**config.mk**
```make
export PLATFORM = sky130hd
export DESIGN_NAME = rx_frame_crc_check
export DESIGN_NICKNAME = d
export VERILOG_FILES = /design/src/rtl/rx_frame_pkg.sv /design/src/rtl/bit_byte_counter.sv /design/src/rtl/rx_frame_crc_check.sv
export SDC_FILE = /design/constraint.sdc
export NUM_CORES = 1
export LEC_CHECK = 0
export CAP_MARGIN = 20
export CORE_ASPECT_RATIO = 1.1
export CORE_MARGIN = 1
export CORE_UTILIZATION = 35
export DETAILED_ROUTE_END_ITERATION = 6
export PLACE_DENSITY_LB_ADDON = 0.1
export SLEW_MARGIN = 15
export SYNTH_ARGS = -nofsm -noshare
export SYNTH_HDL_FRONTEND = slang
export SYNTH_SLANG_ARGS = --single-unit
```
**constraint.sdc**
```tcl
create_clock -name clk -period 1.7 [get_ports clk]
set_input_delay 0.255 -clock clk [delete_from_list [all_inputs] [get_ports clk]]
set_output_delay 0.255 -clock clk [all_outputs]
set_load 0.01 [all_outputs]
```
**src/rtl/rx_frame_pkg.sv**
```systemverilog
// rx_frame_pkg: shared state type and CRC_A verdict constants for the rx frame checker
package rx_frame_pkg;
  typedef enum logic [1:0] {IDLE, RX, WAIT, DONE} rx_frame_state_t;
  localparam logic [15:0] CRC_A_RESIDUE = 16'h0000;
  localparam int MIN_CRC_FRAME_BYTES = 3;
endpackage

```
**src/rtl/bit_byte_counter.sv**
```systemverilog
// bit_byte_counter: 3-bit bit counter with saturating byte counter and overflow flag
module bit_byte_counter #(
  parameter int MAX_BYTES = 64,
  parameter int BW = $clog2(MAX_BYTES + 1)
) (
  input  logic          clk,
  input  logic          rst,
  input  logic          clear,
  input  logic          inc,
  output logic [2:0]    bit_count,
  output logic [BW-1:0] byte_count,
  output logic          overflow
);
  always_ff @(posedge clk) begin
    if (rst || clear) begin
      bit_count  <= '0;
      byte_count <= '0;
      overflow   <= 1'b0;
    end else if (inc) begin
      bit_count <= bit_count + 3'd1;
      if (bit_count == 3'd7) begin
        if (byte_count == BW'(MAX_BYTES)) overflow <= 1'b1;
        else byte_count <= byte_count + BW'(1);
      end
    end
  end
endmodule

```
**src/rtl/rx_frame_crc_check.sv**
```systemverilog
// rx_frame_crc_check: feeds crc_a from the rx bit stream and issues an end-of-frame verdict
module rx_frame_crc_check
  import rx_frame_pkg::*;
#(
  parameter int MAX_BYTES = 64,
  localparam int BW = $clog2(MAX_BYTES + 1)
) (
  input  logic          clk,
  input  logic          rst,
  input  logic          soc,
  input  logic          eoc,
  input  logic          data,
  input  logic          data_valid,
  input  logic          error,
  output logic          crc_start,
  output logic          crc_data,
  output logic          crc_sample,
  input  logic [15:0]   crc,
  output logic          frame_done,
  output logic          crc_ok,
  output logic [BW-1:0] byte_count,
  output logic [2:0]    bit_count,
  output logic          rx_error,
  output logic          overflow
);
  rx_frame_state_t state, state_next;
  assign crc_start  = soc;
  assign crc_data   = data;
  assign crc_sample = data_valid && state == RX && !soc;
  // a soc landing in DONE abandons that frame, so its strobe is suppressed
  assign frame_done = state == DONE && !soc;
  bit_byte_counter #(.MAX_BYTES(MAX_BYTES), .BW(BW)) u_cnt (
    .clk(clk),
    .rst(rst),
    .clear(soc),
    .inc(crc_sample),
    .bit_count(bit_count),
    .byte_count(byte_count),
    .overflow(overflow)
  );
  always_ff @(posedge clk) begin
    state <= rst ? IDLE : state_next;
  end
  always_comb begin
    state_next = state;
    state_next = soc ? RX
               : state == RX ? (error ? DONE : eoc ? WAIT : RX)
               : state == WAIT ? DONE
               : IDLE;
  end
  // crc settles during WAIT, so the verdict is latched there and visible in DONE
  always_ff @(posedge clk) begin
    if (rst || soc) begin
      crc_ok   <= 1'b0;
      rx_error <= 1'b0;
    end else if (state == RX && error) begin
      rx_error <= 1'b1;
    end else if (state == WAIT) begin
      crc_ok <= crc == CRC_A_RESIDUE && bit_count == 3'd0 &&
                byte_count >= BW'(MIN_CRC_FRAME_BYTES) && !overflow && !rx_error;
    end
  end
endmodule
```
; ---- Word-level counts from Yosys, hierarchy flattened
; Cells that the tools add are included.
[classes]
n_reduce_logical = 18
n_mux = 5
n_eq_ne = 5
magnitude_cmp = 1
bitwise = 2
n_addsub = 2
[op_table]
columns = op, count
row1 = logical NOT 16 bit, 1
row2 = logical AND 1 bit, 8
row3 = 2-to-1 mux 2 bit, 4
row4 = adder 7 x 1 -> 7 bit (second input constant), 1
row5 = == test 7 bit (second input constant), 1
row6 = >= comparator 7 x 2 -> 1 bit (second input constant), 1
row7 = AND reduction 3 bit, 2
row8 = == test 2 bit (second input constant), 2
row9 = adder 3 x 1 -> 3 bit (second input constant), 1
row10 = == test 3 bit (second input constant), 1
row11 = logical NOT 1 bit, 3
row12 = logical NOT 3 bit, 1
row13 = == test 2 x 1 -> 1 bit (second input constant), 1
row14 = NOT 1 bit, 2
row15 = AND reduction 2 bit, 1
row16 = OR reduction 2 bit, 1
row17 = logical OR 1 bit, 1
row18 = 2-to-1 mux 1 bit, 1
[totals]
regBits = 15
in_bits = 23

; ---- Logic depth before layout (Yosys ltp)
; Gate-level depths: netlist of the first run.
[logic_depth]
depth_word = 5
depth_mapped = 5
ltp_nobuf = 5

; ---- By module
; A second synthesis of the first run with hierarchy kept.
[unflattened]
hier_cells = 91
area_unflattened_um2 = 792.0
[modules_own_cells]
columns = module, cells_per_inst, seq_area_each_um2, n_inst, area_per_inst_um2
row1 = bit_byte_counter, 60, 220.2, 1, 534.3
row2 = rx_frame_crc_check, 31, 80.1, 1, 257.7

; ---- Worst setup path after synthesis of the first run
; No wires, ideal clock.
[synth_timing]
kind = register to register
start = reg u_cnt.bit_count[0]
end = reg u_cnt.byte_count[6]
required_time_ns = 1.630
period_less_slack_ns = 1.597
path_slack_ns = 0.103
setup_ns = 0.070
path_stages_with_launch = 6
arrival_ns = 1.527
n_path_buf = 0
path_cell_list = dfxtp_1 ha_1 ha_1 nand4_1 or4_1 a21oi_1
[synth_between]
elab_chain_cells = 2
[synth_rtl]
columns = item, line
row1 = start: declaration, bit_byte_counter.sv:10  ; output logic [2:0] bit_count,
row2 = start signal: assignment, bit_byte_counter.sv:20  ; bit_count <= bit_count + 3'd1;
row3 = == test 3 bit, bit_byte_counter.sv:21  ; if (bit_count == 3'd7) begin
row4 = AND reduction 3 bit (no line), -
row5 = end signal: assignment, bit_byte_counter.sv:23  ; else byte_count <= byte_count + BW'(1);
row6 = end: declaration, bit_byte_counter.sv:11  ; output logic [BW-1:0] byte_count,
; No other way between the ends.
; A chain may end at the register's enable or synchronous reset.

; ---- Final worst setup path of the first run
[layout_timing]
start = in soc
end = out crc_start
[layout_rtl]
columns = item, line
row1 = start: declaration, rx_frame_crc_check.sv:10  ; input logic soc,
row2 = end: declaration, rx_frame_crc_check.sv:15  ; output logic crc_start,
; No word-level cell between the ends.

==> results of run 1 <==
## power groups by stage
stage | Clock (W) | Combinational, W | Sequential [W]
CTS | 0.000215 | 0.000105 | 0.000360
global route | 0.000241 | 0.000113 | 0.000360
floorplan | 0 | 0.0000345 | 0.000367
detailed placement | 0 | 0.000105 | 0.000368
global placement | 0 | 0.000103 | 0.000368
finish | 0.000208 | 0.000103 | 0.000360
## critical path: cells and delay by family
kind     cells  cell delay [ns]
buf+inv      3             1.16
## final timing paths
kind | slack (ns) | cells after the start | start | end
hold / removal | 0.47 | 2 | crc_ok | crc_ok
setup reg to reg | 0.16 | 5 | u_cnt.bit_count[1] | u_cnt.byte_count[6]
setup / recovery | 0.03 | 3 | soc | crc_start
hold reg to reg | 0.47 | 2 | crc_ok | crc_ok
## metrics by stage
step / std cells / setup slack (ns) / cell area (um2) / power [W] / util
2_1_floorplan: 96 / 0.103 / 823 / 0.000402 / -
6_report: 177 / 0.0276 / 1330 / 0.000671 / 0.596
5_1_grt: 177 / 0.00158 / 1330 / 0.000714 / 0.596
4_1_cts: 177 / 0.0175 / 1330 / 0.000680 / 0.595
3_3_place_gp: 173 / -0.113 / 1300 / 0.000471 / 0.584
3_5_place_dp: 173 / -0.137 / 1300 / 0.000473 / 0.584
## state kept, by name, summed over array words and instances, names as in the netlist
name              flops
crc_ok                1
rx_error              1
state                 2
u_cnt.bit_count       3
u_cnt.byte_count      7
u_cnt.overflow        1
## cell type report
class,instances,area [um2],share of cell area
inverter,8,30.0,0.0226
tap,30,37.5,0.0282
timing repair buffer,51,473,0.356
multi-input combinational,69,459,0.346
sequential,15,303,0.228
clock buffer,4,26.3,0.0198
## kinds of logic (layout without fill, tap and decap cells)
logic type | after synthesis | count (layout) | synth area share
buf+inv | 12 | 63 | 0.0775
simple gates | 40 | 40 | 0.286
mux | 3 | 3 | 0.0365
compound gates | 21 | 21 | 0.160
flops | 15 | 15 | 0.365
fa+ha+maj | 5 | 5 | 0.0760
## layer usage
metal	up-vias	routed length, um	global-route usage
met5	-	0	0
met4	0	11	0.0694
met3	2	92	0.0444
met2	28	1060	0.304
met1	410	913	0.262
li1	453	-	-
## cell usage in the layout (no fill, tap or decap), drive strengths merged, types with 2 or more instances in the layout
cell type / count
a211oi: 3
a21oi: 8
buf: 14
clkbuf: 4
clkdlybuf4s50: 35
dfxtp: 15
dlygate4sd2: 2
ha: 5
inv: 8
mux2i: 3
nand2: 15
nand4: 4
nor2: 3
nor4: 4
o21ai: 4
o31ai: 2
or3: 2
or4: 4
## what timing repair did
action | 4_1_cts | 5_1_grt
setup endpoints to repair | 2 | 2
endpoints found under the hold margin | 0 | 0
gates resized for setup | 2 | 2
==> metrics.txt, run 1 <==
clock power share 0.310; Slew Viols, Final 0; Power Dens Cells 505 nW/um2; Vias/cell 5.05; Die X 48.2 um; Core Box Area 2230 um2; Slew @ Worst Pin 0.388 ns; Routed Antenna Nets 0; I/O Pins 40; Die ar. 2550 um2; vias after detailed routing 893; DRC violations left 0; top post-synthesis cells by area dfxtp_1 (36%), ha_1 (7.6%), nand2_1 (6.8%), a21oi_1 (4.9%), mux2i_1 (3.6%); sequential area share after synthesis 0.365; total negative slack 0 ns; CTS buffer count 3; clock latency on the worst-skew pair 0.28 ns; largest area contributor in the netlist dfxtp_1; Setup crit end kind output pin; Post-synth EDFFs 0; antenna violations before repair 0; P_sw 0.000155 W; Tcrit/Tclk final 0.984; layout cell share with drive strength beyond 1 0.143; Pint 0.000516 W; combinational share of power 0.154; total of max-cap violations 0; Worst EP required 1.44 ns; FMAX 0.598 GHz; worst hold margin 0.473 ns; total grt overflow 0; static leakage 0.492 nW; vias in the first global route 847; Root Buffer clkbuf_4; Post-Syn Instances 96; worst hold path class reg -> reg; highest ir drop seen on vdd 0.300 mV; Synth Cell Area 823 um2; Yosys reg bits 15; CP max stage delay 0.53 ns; Die Ht 52.9 um; HPWL Detailed 1710 um; Layout Nets 176; Layout fillers 217; most used flip-flop cell after synthesis dfxtp_1; DRT iter0 DRCs 7; Hold Vio Cnt, Final 0; minimum clock period 1.67 ns; Initial Utilization 0.369; status finished, final reports clean; Setup violations, final 0; Max-slew headroom 0.739; clk sink count 15; pin count of the biggest net entering global routing 14; sequential power share 0.536; total of warnings raised by yosys 0; clock skew 0.00611 ns; share of Yosys cell area claimed by the top area cell type 0.365; cells along the critical path clkdlybuf4s50_1 > buf_4 > clkdlybuf4s50_1; Post-Syn Area per Cell 8.58 um2; crit path launch type input pin; Ant. Diodes 0; CTS tree done; share of flip-flops with an asynchronous set or reset 0; critical-path maximum fanout 4; DR WL/cell 11.8 um; commonest cells in the netlist dfxtp_1 (15), nand2_1 (15), a21oi_1 (8), inv_1 (8), ha_1 (5); Rows 18; Setup CP Type in -> out; clock buffer depth 2; Synth Net Count 124; GPL Wtd Cong 0.829; Net Sw Frac 0.230; unrepaired setup endpoints after global routing no; clock slew at reported path FFs 0.09 ns; Critical-path top delay cell clkdlybuf4s50_1; area grow syn2layout 61.4%; IO buf count 37; final wirelength 2080 um; Worst Path Arrival 1.42 ns; Post-CTS Hold Fix Bufs 0; H-tree depth 1; postcts setup bufs 0; first-pass detailed-route iteration total 4; GRT Util Overall 0.197; synth unique cells 29; Worst path most repeated cell clkdlybuf4s50_1; first-pass GRT wire length 3550 um
No activity file was read; power rests on OpenSTA's default activity.
==> run 2, diff against run 1 <==
- CORE_ASPECT_RATIO: 1.1 -> unset
- CORE_UTILIZATION: 35 -> 39
==> metrics.txt, run 2 (same netlist as run 1, synthesis figures left out) <==
total of max-cap violations 0 (unchanged); Hold Vio Cnt, Final 0 (unchanged); Layout fillers 184 (was 217); Setup crit end kind output pin (unchanged); number of flip-flops in the largest register 7 (unchanged); Rows 16 (was 18); Post-CTS Hold Fix Bufs 0 (unchanged); clock slew at reported path FFs 0.10 ns (was 0.09 ns); IO buf count 37 (unchanged); Core Box Area 1980 um2 (was 2230 um2); antenna violations before repair 0 (unchanged); Worst Path Arrival 1.30 ns (was 1.42 ns); Top Family by Delay on Critical Path buffers and inverters (unchanged); clock buffer depth 2 (unchanged); Setup CP Type reg -> out (was in -> out); I/O Pins 40 (unchanged); Ant. Diodes 0 (unchanged); CTS tree done (unchanged); Slew @ Worst Pin 0.390 ns (was 0.388 ns); fin cells 173 (was 177); Vias/cell 5.12 (was 5.05); vias after detailed routing 886 (was 893); pin count of the biggest net entering global routing 14 (unchanged); postcts setup bufs 0 (unchanged); worst r2r dst u_cnt.byte_count[6] (unchanged); Routed Antenna Nets 0 (unchanged); Crit. Startpoint u_cnt.byte_count[0] (was soc); DR WL/cell 11.1 um (was 11.8 um); minimum clock period 1.56 ns (was 1.67 ns); reg2reg path depth 5 (unchanged); Die Ht 47.9 um (was 52.9 um); total negative slack 0 ns (unchanged); Power Dens Cells 509 nW/um2 (was 505 nW/um2); Placed Instances 169 (was 173); layout cell share with drive strength beyond 1 0.137 (was 0.143); HPWL Detailed 1610 um (was 1710 um); Multi-input gate area 459 um2 (unchanged); status finished, final reports clean (unchanged); static leakage 0.497 nW (was 0.492 nW); Worst Path Buf+Inv 2 (was 3); R2R Path Start u_cnt.bit_count[0] (was u_cnt.bit_count[1]); Final Power 0.000672 W (was 0.000671 W); biggest registers after layout u_cnt.byte_count: 7 flops, u_cnt.bit_count: 3 flops, state: 2 flops (unchanged); first-pass detailed-route iteration total 2 (was 4); GPL Wtd Cong 0.801 (was 0.829); FMAX 0.643 GHz (was 0.598 GHz); Die ar. 2300 um2 (was 2550 um2); Most flops, register u_cnt.byte_count (unchanged); Final Util 0.666 (was 0.596); clk sink count 15 (unchanged); area grow syn2layout 60.3% (was 61.4%); Tcrit/Tclk final 0.915 (was 0.984); critical-path maximum fanout 6 (was 4); most frequent cells in the layout clkdlybuf4s50_1 (34), nand2_1 (15), dfxtp_1 (13), buf_4 (13) (was clkdlybuf4s50_1 (35), nand2_1 (15), buf_4 (14), dfxtp_1 (13)); highest ir drop seen on vdd 0.415 mV (was 0.300 mV); DRC violations left 0 (unchanged); Reg2Reg Setup Slack 0.15 ns (was 0.16 ns); clock latency on the worst-skew pair 0.28 ns (about the same); CTS buffer count 3 (unchanged); Critical-path top delay cell clkdlybuf4s50_1 (unchanged); commonest non-fill, non-tap cell in the layout clkdlybuf4s50_1 (unchanged); total grt overflow 0 (unchanged); Die X 47.9 um (was 48.2 um); Worst EP required 1.44 ns (about the same); unrepaired setup endpoints after global routing no (unchanged); H-tree depth 1 (unchanged); first-pass GRT wire length 3170 um (was 3550 um); worst hold margin 0.469 ns (was 0.473 ns); clock skew 0.00590 ns (was 0.00611 ns); final wirelength 1920 um (was 2080 um); vias in the first global route 769 (was 847); post-cts sizing count 2 (unchanged); critical path depth 2 (was 3); Max-slew headroom 0.738 (was 0.739); DRT iter0 DRCs 12 (was 7); Layout Nets 175 (was 176); Critical Path End byte_count[0] (was crc_start); Root Buffer clkbuf_4 (unchanged); cells along the critical path buf_4 > clkdlybuf4s50_1 (was clkdlybuf4s50_1 > buf_4 > clkdlybuf4s50_1); register area 303 um2 (unchanged); Initial Utilization 0.415 (was 0.369); worst hold path class reg -> reg (unchanged); GRT Util Overall 0.194 (was 0.197); Slew Viols, Final 0 (unchanged); CP max stage delay 0.53 ns (about the same); Setup violations, final 0 (unchanged); crit path launch type flop (was input pin)
[run 2: changes by cell type in the layout (fill, tap and decap cells not counted)]
cell             before  now
buf_4                14   13
clkdlybuf4s50_1      35   34
dlymetal6s2s_1        0    1
[run 2: power breakdown]
part	total, W	internal [W]	leakage, nW	switching [W]
clock	0.000210	0.0000909	0.0150	0.000119
combinational	0.000103	0.0000694	0.360	0.0000332
sequential	0.000360	0.000355	0.122	0.00000443
total	0.000672	0.000516	0.497	0.000156
[run 2: layout make-up]
type	count	area share
flip-flops and latches	15	0.229
clock buffers	4	0.0199
multi-input cells	69	0.348
repair buffers	50	0.355
inverters	8	0.0227
well taps	27	0.0256
[run 2: worst min-delay path by stage]
stage	start	end	slack (ns)	depth (start not counted)
floorplan	rst	state[0]	0.32	1
global placement	crc_ok	crc_ok	0.46	2
detailed placement	crc_ok	crc_ok	0.46	2
CTS	crc_ok	crc_ok	0.47	2
global route	crc_ok	crc_ok	0.50	2
finish	crc_ok	crc_ok	0.47	2
[run 2: per-stage QoR]
stage                     setup WS (ns)  area (um2)
after floorplan                   0.103         823
after detailed placement         -0.132        1290
after global placement           -0.112        1290
after CTS                        0.0319        1320
after global routing             0.0207        1320
final                             0.144        1320
[run 2: worst reg2reg max path, delay by kind of cell, from the launching register on]
| kind | cells | cell delay, ns |
|---|---|---|
| compound gates | 1 | 0.15 |
| fa+ha+maj | 2 | 0.32 |
| flops | 1 | 0.36 |
| simple gates | 2 | 0.65 |
[run 2: layer usage]
metal  routed length (um)  part of all wire  up-vias  GRT usage
met5                    0                 0        -          0
met4                    8            0.0042        0     0.0389
met3                  145             0.075        2     0.0642
met2                  916              0.48       31      0.324
met1                  852              0.44      405      0.244
li1                     -                 -      448          -
